**config.mk**
```make
export PLATFORM = sky130hd
export DESIGN_NAME = pingpong_reorder_buffer
export DESIGN_NICKNAME = d
export VERILOG_FILES = /design/src/rtl/pingpong_reorder_buffer.sv
export SDC_FILE = /design/constraint.sdc
export NUM_CORES = 1
export LEC_CHECK = 0
export BUFFER_PORTS_ARGS = -buffer_cell sky130_fd_sc_hd__clkbuf_2
export CAP_MARGIN = 20
export CORE_AREA = 3 3 241 421
export DETAILED_ROUTE_END_ITERATION = 7
export DIE_AREA = 0 0 244 424
export PLACE_DENSITY_LB_ADDON = 0.3
export SYNTH_ARGS = -nofsm -noshare
export SYNTH_HDL_FRONTEND = slang
export SYNTH_SLANG_ARGS = --single-unit
```
**constraint.sdc**
```tcl
create_clock -name clk -period 5.4 [get_ports clk]
set_input_delay 0.54 -clock clk [delete_from_list [all_inputs] [get_ports clk]]
set_output_delay 0.54 -clock clk [all_outputs]
set_load 0.05 [all_outputs]
```
**src/rtl/pingpong_reorder_buffer.sv**
```systemverilog
// Ping-pong reorder buffer: two N-word banks undo the bit-reversed order of a radix-2 FFT.
// Optional natural-order write mode is enabled by defining PPB_NATURAL_MODE_EN.
module pingpong_reorder_buffer #(
  parameter int WORD_LEN = 11,
  parameter int LOG2N    = 5
) (
  input  logic                  clk,
  input  logic                  i_rst,
`ifdef PPB_NATURAL_MODE_EN
  input  logic                  i_mode,
`endif
  input  logic                  in_valid,
  output logic                  in_ready,
  input  logic [2*WORD_LEN-1:0] MemInUp,
  input  logic [2*WORD_LEN-1:0] MemInDown,
  output logic                  out_valid,
  input  logic                  out_ready,
  output logic [2*WORD_LEN-1:0] MemOut,
  output logic [LOG2N-1:0]      out_index,
  output logic                  out_last
);

  localparam int N  = 1 << LOG2N;
  localparam int SW = 2 * WORD_LEN;

  logic [SW-1:0]    mem [2][N];
  logic [1:0]       full;
  logic [1:0]       full_nxt;
  logic             wr_bank;
  logic             rd_bank;
  logic [LOG2N-2:0] wr_cnt;
  logic [LOG2N-1:0] rd_cnt;
  logic             wr_acc;
  logic             rd_acc;
  logic             wr_wrap;
  logic             rd_wrap;
  logic [LOG2N-1:0] addr_up;
  logic [LOG2N-1:0] addr_dn;

  function automatic logic [LOG2N-1:0] bitrev(input logic [LOG2N-1:0] a);
    logic [LOG2N-1:0] r;
    for (int i = 0; i < LOG2N; i++) begin
      r[i] = a[LOG2N-1-i];
    end
    return r;
  endfunction

  assign in_ready  = !full[wr_bank];
  assign out_valid = full[rd_bank];
  assign MemOut    = mem[rd_bank][rd_cnt];
  assign out_index = rd_cnt;
  assign out_last  = out_valid && (rd_cnt == {LOG2N{1'b1}});

  assign wr_acc  = in_valid && in_ready;
  assign rd_acc  = out_valid && out_ready;
  assign wr_wrap = wr_acc && (wr_cnt == {(LOG2N-1){1'b1}});
  assign rd_wrap = rd_acc && (rd_cnt == {LOG2N{1'b1}});

`ifdef PPB_NATURAL_MODE_EN
  logic [1:0] mode_q;
  logic       wr_mode;

  // The first beat of a frame uses i_mode directly; later beats use the latched value.
  assign wr_mode = (wr_cnt == '0) ? i_mode : mode_q[wr_bank];

  always_ff @(posedge clk) begin
    if (i_rst) begin
      mode_q <= 2'b00;
    end else if (wr_acc && (wr_cnt == '0)) begin
      mode_q[wr_bank] <= i_mode;
    end
  end

  always_comb begin
    addr_up = bitrev({wr_cnt, 1'b0});
    addr_dn = bitrev({wr_cnt, 1'b1});
    if (wr_mode) begin
      addr_up = {wr_cnt, 1'b0};
      addr_dn = {wr_cnt, 1'b1};
    end
  end
`else
  always_comb begin
    addr_up = bitrev({wr_cnt, 1'b0});
    addr_dn = bitrev({wr_cnt, 1'b1});
  end
`endif

  // Set and clear always target opposite banks, so both may take effect together.
  always_comb begin
    full_nxt = full;
    if (wr_wrap) full_nxt[wr_bank] = 1'b1;
    if (rd_wrap) full_nxt[rd_bank] = 1'b0;
  end

  always_ff @(posedge clk) begin
    if (i_rst) begin
      full    <= 2'b00;
      wr_bank <= 1'b0;
      rd_bank <= 1'b0;
      wr_cnt  <= '0;
      rd_cnt  <= '0;
    end else begin
      full <= full_nxt;
      if (wr_acc) begin
        wr_cnt <= wr_cnt + 1'b1;
        if (wr_wrap) wr_bank <= !wr_bank;
      end
      if (rd_acc) begin
        rd_cnt <= rd_cnt + 1'b1;
        if (rd_wrap) rd_bank <= !rd_bank;
      end
    end
  end

  // Sample storage is never reset; stale contents are hidden behind out_valid.
  always_ff @(posedge clk) begin
    if (wr_acc) begin
      mem[wr_bank][addr_up] <= MemInUp;
      mem[wr_bank][addr_dn] <= MemInDown;
    end
  end

endmodule

```
==> metrics.md, run 1 <==
| Metric | Value |
|---|---|
| First-pass iteration count of the detailed router | 5 |
| Total setup violations reported at the end of the flow | 0 |
| Post-synth net total | 2857 |
| Number of cells upsized or downsized after cts | 0 |
| Overall track demand over capacity in global routing | 30.0% |
| CTS root buffer | clkbuf_16 |
| Detail-routed via count per cell | 6.92 |
| Arrival time of the worst setup path | about 4.3 ns |
| Post-synthesis cell type count | 33 |
| Cell Chain, Critical Path | buf_4, mux4_2, mux2_2, o221ai_1, nor2_1, a221o_1, clkbuf_2 |
| Post-synthesis async set-or-reset flop share | 0% |
| Clock Skew | around 0.017 ns |
| Kind of launch point of the worst setup path | register |
| Antenna Violating Nets Remaining | 0 |
| Clock latency on the worst-skew pair | between 0.7 and 0.8 ns |
| Worst Hold Endpoint | out_index[1] |
| Total of hold buffers inserted after clock tree synthesis | 0 |
| Ratio of cells with drive above 1 in the final layout | 40.1% |
| Clock-pin slew on the worst setup and hold paths | roughly 0.060 ns |
| Worst setup path category | register to output port |
| Depth of the worst register-to-register path | 6 |
| Max Buffers Root-to-Sink | 3 |
| Accumulated negative setup slack | 0 ns |
| Gate count of the mapped netlist | between 2k and 3k |
| Gr ovfl total | 0 |
| TritonCTS clock tree | done |
| Post-synth design cell area | roughly 0.059 mm2 |
| Max Transition Viols Final | 0 |
| First-pass GRT wire length | roughly 220000 um |
| Hold_sp | out_ready |
| Power density over the cells | roughly 330 mW/mm2 |
| Commonest non-fill, non-tap cell in the layout | edfxtp_1 |
| Top Family by Delay on Critical Path | flip-flops |
| Instance count along the most critical hold path | 3 |
| Starting density of the core | approximately three fifths |
| Critical path required time | around 4.9 ns |
| Fmax | between 200 and 250 MHz |
| Max rail drop VDD | ~300 uV |
| Detailed placer's ending HPWL | 87200 um |
| Worst R2R End | mem[1][525] |
| Slowest-stage cell, CP | dfxtp_4 |
| Hold crit path type | input pin to register |
| CTS Buf Count | 117 |
| Setup repair after global routing missed its margin | no |
| Total length of routed wires | 152000 um |
| Leading cell types in the layout, fill and taps excluded | edfxtp_1, mux2_2, mux4_2, clkbuf_16, buf_4 |
| Number of global-route vias before repair | 31.7k |
| Remaining routing DRC violations | 0 |
| Kind of end point of the critical path | output port |
| Setup slack of the worst register-to-register path | around 1.4 ns |
| Sequential area share after synthesis | between 70 and 80% |
| Boundary pin count | 78 |
| Layout overhead on the synthesized area | 10.6% |
| Result of the run | finished clean |
| Filler instances | 6181 |
| Synth Register Bits | about 1.4k |
| Largest stage delay, worst path | roughly 0.89 ns |
| Total number of placement rows | around 150 |
| Average instance area after synthesis | 21.0 um2 |
| Deepest level of the CTS H-tree | 3 |
| Post CTS Setup Buffer Count | 0 |
| Actual transition at the worst max-transition pin | 1.15 ns |
| Net count, final | 2951 |
| Worst R2R Start | wr_bank |
| Core Region | around 0.098 mm2 |
| Relative slew slack | between 20% and 30% |
| Die Wd | about 240 um |
| Minimum period implied by the final worst setup slack | approximately 4.8 ns |
| IO buf count | 77 |
| Leakage power total | approximately 20 nW |
| Core Util, Final | around 66% |
| Initial antenna violation count | 7 |
| Max-cap viol count | 0 |
| Syn. warnings | 0 |
| Worst-path fanout max | 30 |
| Number of hold-slack violations in the final timing report | 0 |
| Number of clock sinks | around 1.4k |
| Die Outline Area | roughly 0.10 mm2 |
| DR vias | 29.8k |
| Total design power | around 21 mW |
| Global placer's final weighted congestion | ~0.84 |
| Most used flip-flop cell after synthesis | edfxtp_1 |
| Chip Height | 424 um |
| Final routed wire length divided by cell count | between 30 and 40 um |
| Critical path buffer and inverter count | 2 |
| Pin count of the biggest net entering global routing | about 110 |
| Crit share post-route | just under 90% |
| Initial DRC Count | 3363 |
| Number of flops mapped to enable cells by yosys | 1408 |
==> state kept, by name, summed over array words and instances, names as in the netlist, named ones only <==
| register | count |
|---|---|
| out_index | 5 |
| full | 2 |
| wr_cnt | 4 |
| wr_bank | 1 |
| rd_bank | 1 |
| mem | 1408 |
==> routing by layer <==
| layer | vias to the layer above | GRT usage (%) | share of wire [%] |
|---|---|---|---|
| li1 | 11895 | - | - |
| met1 | 15892 | 38.7 | 35 |
| met2 | 1682 | 50.7 | 51 |
| met3 | 365 | 4.92 | 8.8 |
| met4 | 0 | 13.8 | 5.1 |
| met5 | - | 0 | 0 |
==> worst reg2reg max path: stages, from the launching register on <==
cell     delay (ns)
dfxtp_2        0.92
mux2i_1        0.32
and2_1         0.17
buf_4          0.28
nand3_2        0.60
nor2_4         0.99
buf_12         0.32
==> how the worst max path moves through the flow <==
stage / from / slack [ns] / end / depth (start not counted)
after floorplan: wr_bank / 0.74 / mem[0][100] / 8
after global placement: out_index[0] / 1.41 / MemOut[3] / 7
after detailed placement: register / 1.39 / MemOut[4] / 7
after CTS: register / 0.59 / MemOut[4] / 7
after global routing: register / 0.47 / MemOut[4] / 7
final: register / 0.58 / MemOut[4] / 7
==> report_power, final <==
group          switching (mW)  leakage [nW]  total [mW]  internal [mW]
combinational           0.501          5.22       0.770          0.269
sequential             0.0170          12.8        12.2           12.2
clock                    3.80          1.83        8.42           4.61
==> cells in the mapped netlist, drive strengths merged (22+ instances only) <==
cell / n / area share (%)
a221o: 22 / 0.37
a21oi: 48 / 0.41
o22ai: 22 / 0.23
edfxtp: 1408 / 72
a211oi: 44 / 0.56
o221ai: 22 / 0.33
nor2: 68 / 0.43
buf: 104 / 1.0
mux2: 441 / 8.4
mux4: 352 / 13
nor2b: 47 / 0.50
mux2i: 45 / 0.76
clkbuf: 112 / 0.71
==> metrics by stage <==
step	setup WS (ns)	hold WS, ns	cells	cell area [um2]
2_1_floorplan	0.737	0.457	2803	58900
3_3_place_gp	1.41	0.473	4087	61400
3_5_place_dp	1.39	0.490	4087	61400
4_1_cts	0.588	0.0942	4306	65200
5_1_grt	0.471	0.148	4307	65200
6_report	0.582	0.140	4309	65200
==> final cells by class <==
type                            instances  area (um2)  area share, %
Multi-Input combinational cell       1162       15700           24.0
Inverter                                3        11.3         0.0173
Timing Repair Buffer                  191        1530           2.35
Sequential cell                      1422       42600           65.3
Clock inverter                         72         653           1.00
Tap cell                             1309        1640           2.51
Antenna cell                            3        7.51         0.0115
Clock buffer                          147        3110           4.78
==> cells by family after synthesis <==
logic type      Yosys count  share of synthesized area [%]
compound gates          162                           1.95
xor+xnor                  7                          0.104
mux                     838                           22.6
simple gates            149                           1.24
buf+inv                 219                           1.75
flops                  1422                           72.2
fa+ha+maj                 6                          0.127
Power figures use the tool's default switching activity.
==> run 2, diff against run 1 <==
--- a/config.mk
+++ b/config.mk
@@ -5,11 +5,12 @@
 export SDC_FILE = /design/constraint.sdc
 export NUM_CORES = 1
 export LEC_CHECK = 0
+export ABC_AREA = 1
 export BUFFER_PORTS_ARGS = -buffer_cell sky130_fd_sc_hd__clkbuf_2
 export CAP_MARGIN = 20
-export CORE_AREA = 3 3 241 421
+export CORE_AREA = 3 3 378 661
 export DETAILED_ROUTE_END_ITERATION = 7
-export DIE_AREA = 0 0 244 424
+export DIE_AREA = 0 0 381 664
 export PLACE_DENSITY_LB_ADDON = 0.3
 export SYNTH_ARGS = -nofsm -noshare
 export SYNTH_HDL_FRONTEND = slang
==> constraint.sdc (replaced) <==
create_clock -name clk -period 5.1 [get_ports clk]
set_input_delay 0.51 -clock clk [delete_from_list [all_inputs] [get_ports clk]]
set_output_delay 0.51 -clock clk [all_outputs]
set_load 0.05 [all_outputs]
==> run 2 against run 1 <==
  * Clock power rose by 6.2%
  * Final cell count rose by 110%
  * First-iteration DRC count rose by 30%
  * Power rose by 6.0%
==> metrics.md, run 2 <==
| Metric | Value |
|---|---|
| Deepest level of the CTS H-tree | 3 |
| Register name with the most flops | mem |
| Minimum period implied by the final worst setup slack | roughly 4.4 ns |
| Initial DRC Count | ~4.4k |
| Leading cell types in the layout, fill and taps excluded | nand2_1, edfxtp_1, nand3_1, o21ai_0, buf_4 |
| Leakage power total | about 24 nW |
| Share of synthesized cell area in and, or, nand and nor gates | 22.9% |
| Final instance area | around 0.070 mm2 |
| CTS Buf Count | between 100 and 150 |
| Accumulated negative setup slack | 0 ns |
| Commonest cells post-synth | nand2_1, edfxtp_1, nand3_1, o21ai_0, clkbuf_1 |
| Worst R2R End | mem[0][431] |
| Fraction of the mapped netlist area in compound gates | 3.90% |
| Pre-CTS setup slack | about 1.5 ns |
| Core Region | roughly 0.25 mm2 |
| Detail-routed via count per cell | between 4 and 5 |
| DP Area | about 0.066 mm2 |
| Detailed placer's ending HPWL | ~130000 um |
| CTS root buffer | clkbuf_16 |
| Combinational share of power | about 3.6% |
| Post-synth design cell area | 0.0611 mm2 |
| Max Transition Viols Final | 0 |
| Cell Chain, Critical Path | inv_8, buf_12, buf_4, nand2_1, nand3_1, nand2_1, a21oi_1, nor2_1, nor2_1, nand2_1, nand2_1, clkbuf_2 |
| Syn. warnings | 0 |
| Share of total power in sequential cells | 57.0% |
| Kind of end point of the critical path | output port |
| Mux share of post-synthesis cell area | 0% |
| Die Wd | 381 um |
| Share of synthesized cell area in full adder, half adder and majority cells | 0.123% |
| Clock-pin slew on the worst setup and hold paths | 0.08 ns |
| Hold crit path type | input pin to register |
| Layout overhead on the synthesized area | 13.8% |
| Post-synth top area share | about 69% |
| Largest stage delay, worst path | around 0.54 ns |
| Chip Height | about 660 um |
| Internal power of the cells | between 15 and 20 mW |
| Starting density of the core | around 25% |
| Post-synthesis async set-or-reset flop share | 0% |
| Core Util, Final | 28.3% |
| Total setup violations reported at the end of the flow | 0 |
| Clock latency on the worst-skew pair | between 0.7 and 0.8 ns |
| Synth top area cells | edfxtp_1, nand2_1, nand3_1, o21ai_0, clkbuf_1 |
| Post CTS Setup Buffer Count | 0 |
| Setup repair after global routing missed its margin | no |
| Worst-path fanout max | 99 |
| Remaining routing DRC violations | 0 |
| Most used cell along the critical path | nand2_1 |
| Fmax | between 200 and 250 MHz |
| Dominant combinational cell family by area after synthesis | simple AND/OR/NAND/NOR gates |
| Fin worst setup slack | approximately 0.73 ns |
| Number of global-route vias before repair | 42.2k |
| Actual transition at the worst max-transition pin | ~1.2 ns |
| Max Buffers Root-to-Sink | 3 |
| Number of flops mapped to enable cells by yosys | roughly 1.4k |
| Initial antenna violation count | 19 |
| Gr ovfl total | 0 |
| Parity-gate share of the synthesized area counting xor and xnor cells | 0% |
| Clock Skew | about 0.043 ns |
| Number of hold-slack violations in the final timing report | 0 |
| Boundary pin count | 78 |
| Average instance area after synthesis | 10.7 um2 |
| Switching component of the power | approximately 5 mW |
| Global placer's final weighted congestion | around 0.8 |
| Relative contribution of the clock network to total power | ~39% |
| Sequential area share after synthesis | 69.6% |
| First-pass GRT wire length | between 300000 and 400000 um |
| Final routed wire length divided by cell count | 25.5 um |
| Die Outline Area | around 0.25 mm2 |
| Worst R2R Start | wr_bank |
| Depth of the worst register-to-register path | 6 |
| Antenna Violating Nets Remaining | 0 |
| Relative slew slack | roughly 22% |
| Total design power | between 20 and 25 mW |
| DR vias | 43.6k |
| Capturing element of the worst setup path | MemOut[15] |
| Post-synth net total | about 5.8k |
| IO buf count | 77 |
| Total length of routed wires | approximately 230000 um |
| Kind of launch point of the worst setup path | register |
| Critical path required time | approximately 4.6 ns |
| Number of clock sinks | approximately 1.4k |
| Leading cell type by number of instances after synthesis | nand2_1 |
| Result of the run | finished clean |
| Slowest-stage cell, CP | inv_8 |
| TritonCTS clock tree | done |
| Post-synthesis cell type count | 32 |
| Post-synthesis cell type with the largest combined area | edfxtp_1 |
| First-pass iteration count of the detailed router | 5 |
| Max rail drop VDD | between 300 and 400 uV |
| Net switching share of the total power | approximately 22% |
| Setup slack of the worst register-to-register path | approximately 1.5 ns |
| Total number of placement rows | about 240 |
| Worst setup path category | register to output port |
| Power density over the cells | approximately 330 mW/mm2 |
| Arrival time of the worst setup path | roughly 3.9 ns |
| Max-cap viol count | 0 |
| Most used flip-flop cell after synthesis | edfxtp_1 |
| Crit share post-route | 85.6% |
| Overall track demand over capacity in global routing | around 18% |
| Gate count of the mapped netlist | between 5k and 6k |
| Synth Register Bits | between 1k and 1.5k |
| Ratio of cells with drive above 1 in the final layout | between 8 and 9% |
| Net count, final | about 5.7k |
| Commonest non-fill, non-tap cell in the layout | nand2_1 |
| Pin count of the biggest net entering global routing | between 150 and 200 |
| Flip-flop count of the largest register, all copies and words added | 1408 |
## run 2: changes by cell type in the layout (fill, tap and decap cells not counted), moves of 66 or more
cell     before   now
inv_1         2    68
mux2_2      441     0
mux4_2      352     0
nand2_1       5  2102
nand3_1       5  1058
o21ai_0       1   271
o21ai_1       0    79
## run 2: layout make-up
| type | instances | area (um2) |
|---|---|---|
| Antenna cell | 5 | 12.5 |
| Inverter | 79 | 322 |
| Fill cell | 25336 | 176000 |
| Sequential cell | 1422 | 42600 |
| Clock inverter | 78 | 637 |
| Multi-Input combinational cell | 3781 | 16700 |
| Timing Repair Buffer | 244 | 2180 |
| Tap cell | 3280 | 4100 |
| Clock buffer | 137 | 2980 |
## run 2: routing by layer
| layer | share of wire [%] | track usage [%] | vias up |
|---|---|---|---|
| li1 | - | - | 19631 |
| met1 | 37 | 20.1 | 21798 |
| met2 | 52 | 32.5 | 1722 |
| met3 | 5.9 | 2.43 | 474 |
| met4 | 4.9 | 7.90 | 14 |
| met5 | 0.037 | 0 | - |
## run 2: how the worst min path moves through the flow
stage	startpoint	end	cells past startpoint
floorplan	full[1]	full[1]	2
global placement	full[1]	full[1]	2
detailed placement	full[1]	full[1]	2
CTS	out_ready	rd_bank	3
global route	MemInUp[5]	mem[0][555]	1
finish	out_ready	rd_bank	3
## run 2: per-stage QoR
stage,instances,hold slack (ns)
after floorplan,5696,0.463
after global placement,8805,0.486
after detailed placement,8805,0.482
after CTS,9021,0.151
after global routing,9024,0.190
final,9026,0.209
## run 2: power groups by stage
stage | registers, mW | logic [mW] | clock network (mW)
after global routing | 12.9 | 0.889 | 9.49
after global placement | 13.2 | 0.806 | 0
final | 12.9 | 0.816 | 8.94
after floorplan | 13.2 | 0.421 | 0
after detailed placement | 13.2 | 0.824 | 0
after CTS | 12.9 | 0.827 | 9.08
## run 2: what timing repair did
| item | 4_1_cts | 5_1_grt |
|---|---|---|
| hold endpoints to repair | 2 | 0 |
| hold buffers | 1 | 0 |
| gates resized for setup | 0 | 0 |
## run 2: cells by family after synthesis
logic type | after synthesis
simple gates | 3311
flops | 1422
buf+inv | 493
compound gates | 464
fa+ha+maj | 6
## run 2: worst max-delay path: cells and delay by family (launching register included)
kind                   cells  cell delay (ns)
AND/OR/NAND/NOR            7             0.82
flip-flops                 1             0.46
buffers and inverters      4             1.59
AO/OA/AOI/OAI              1             0.14
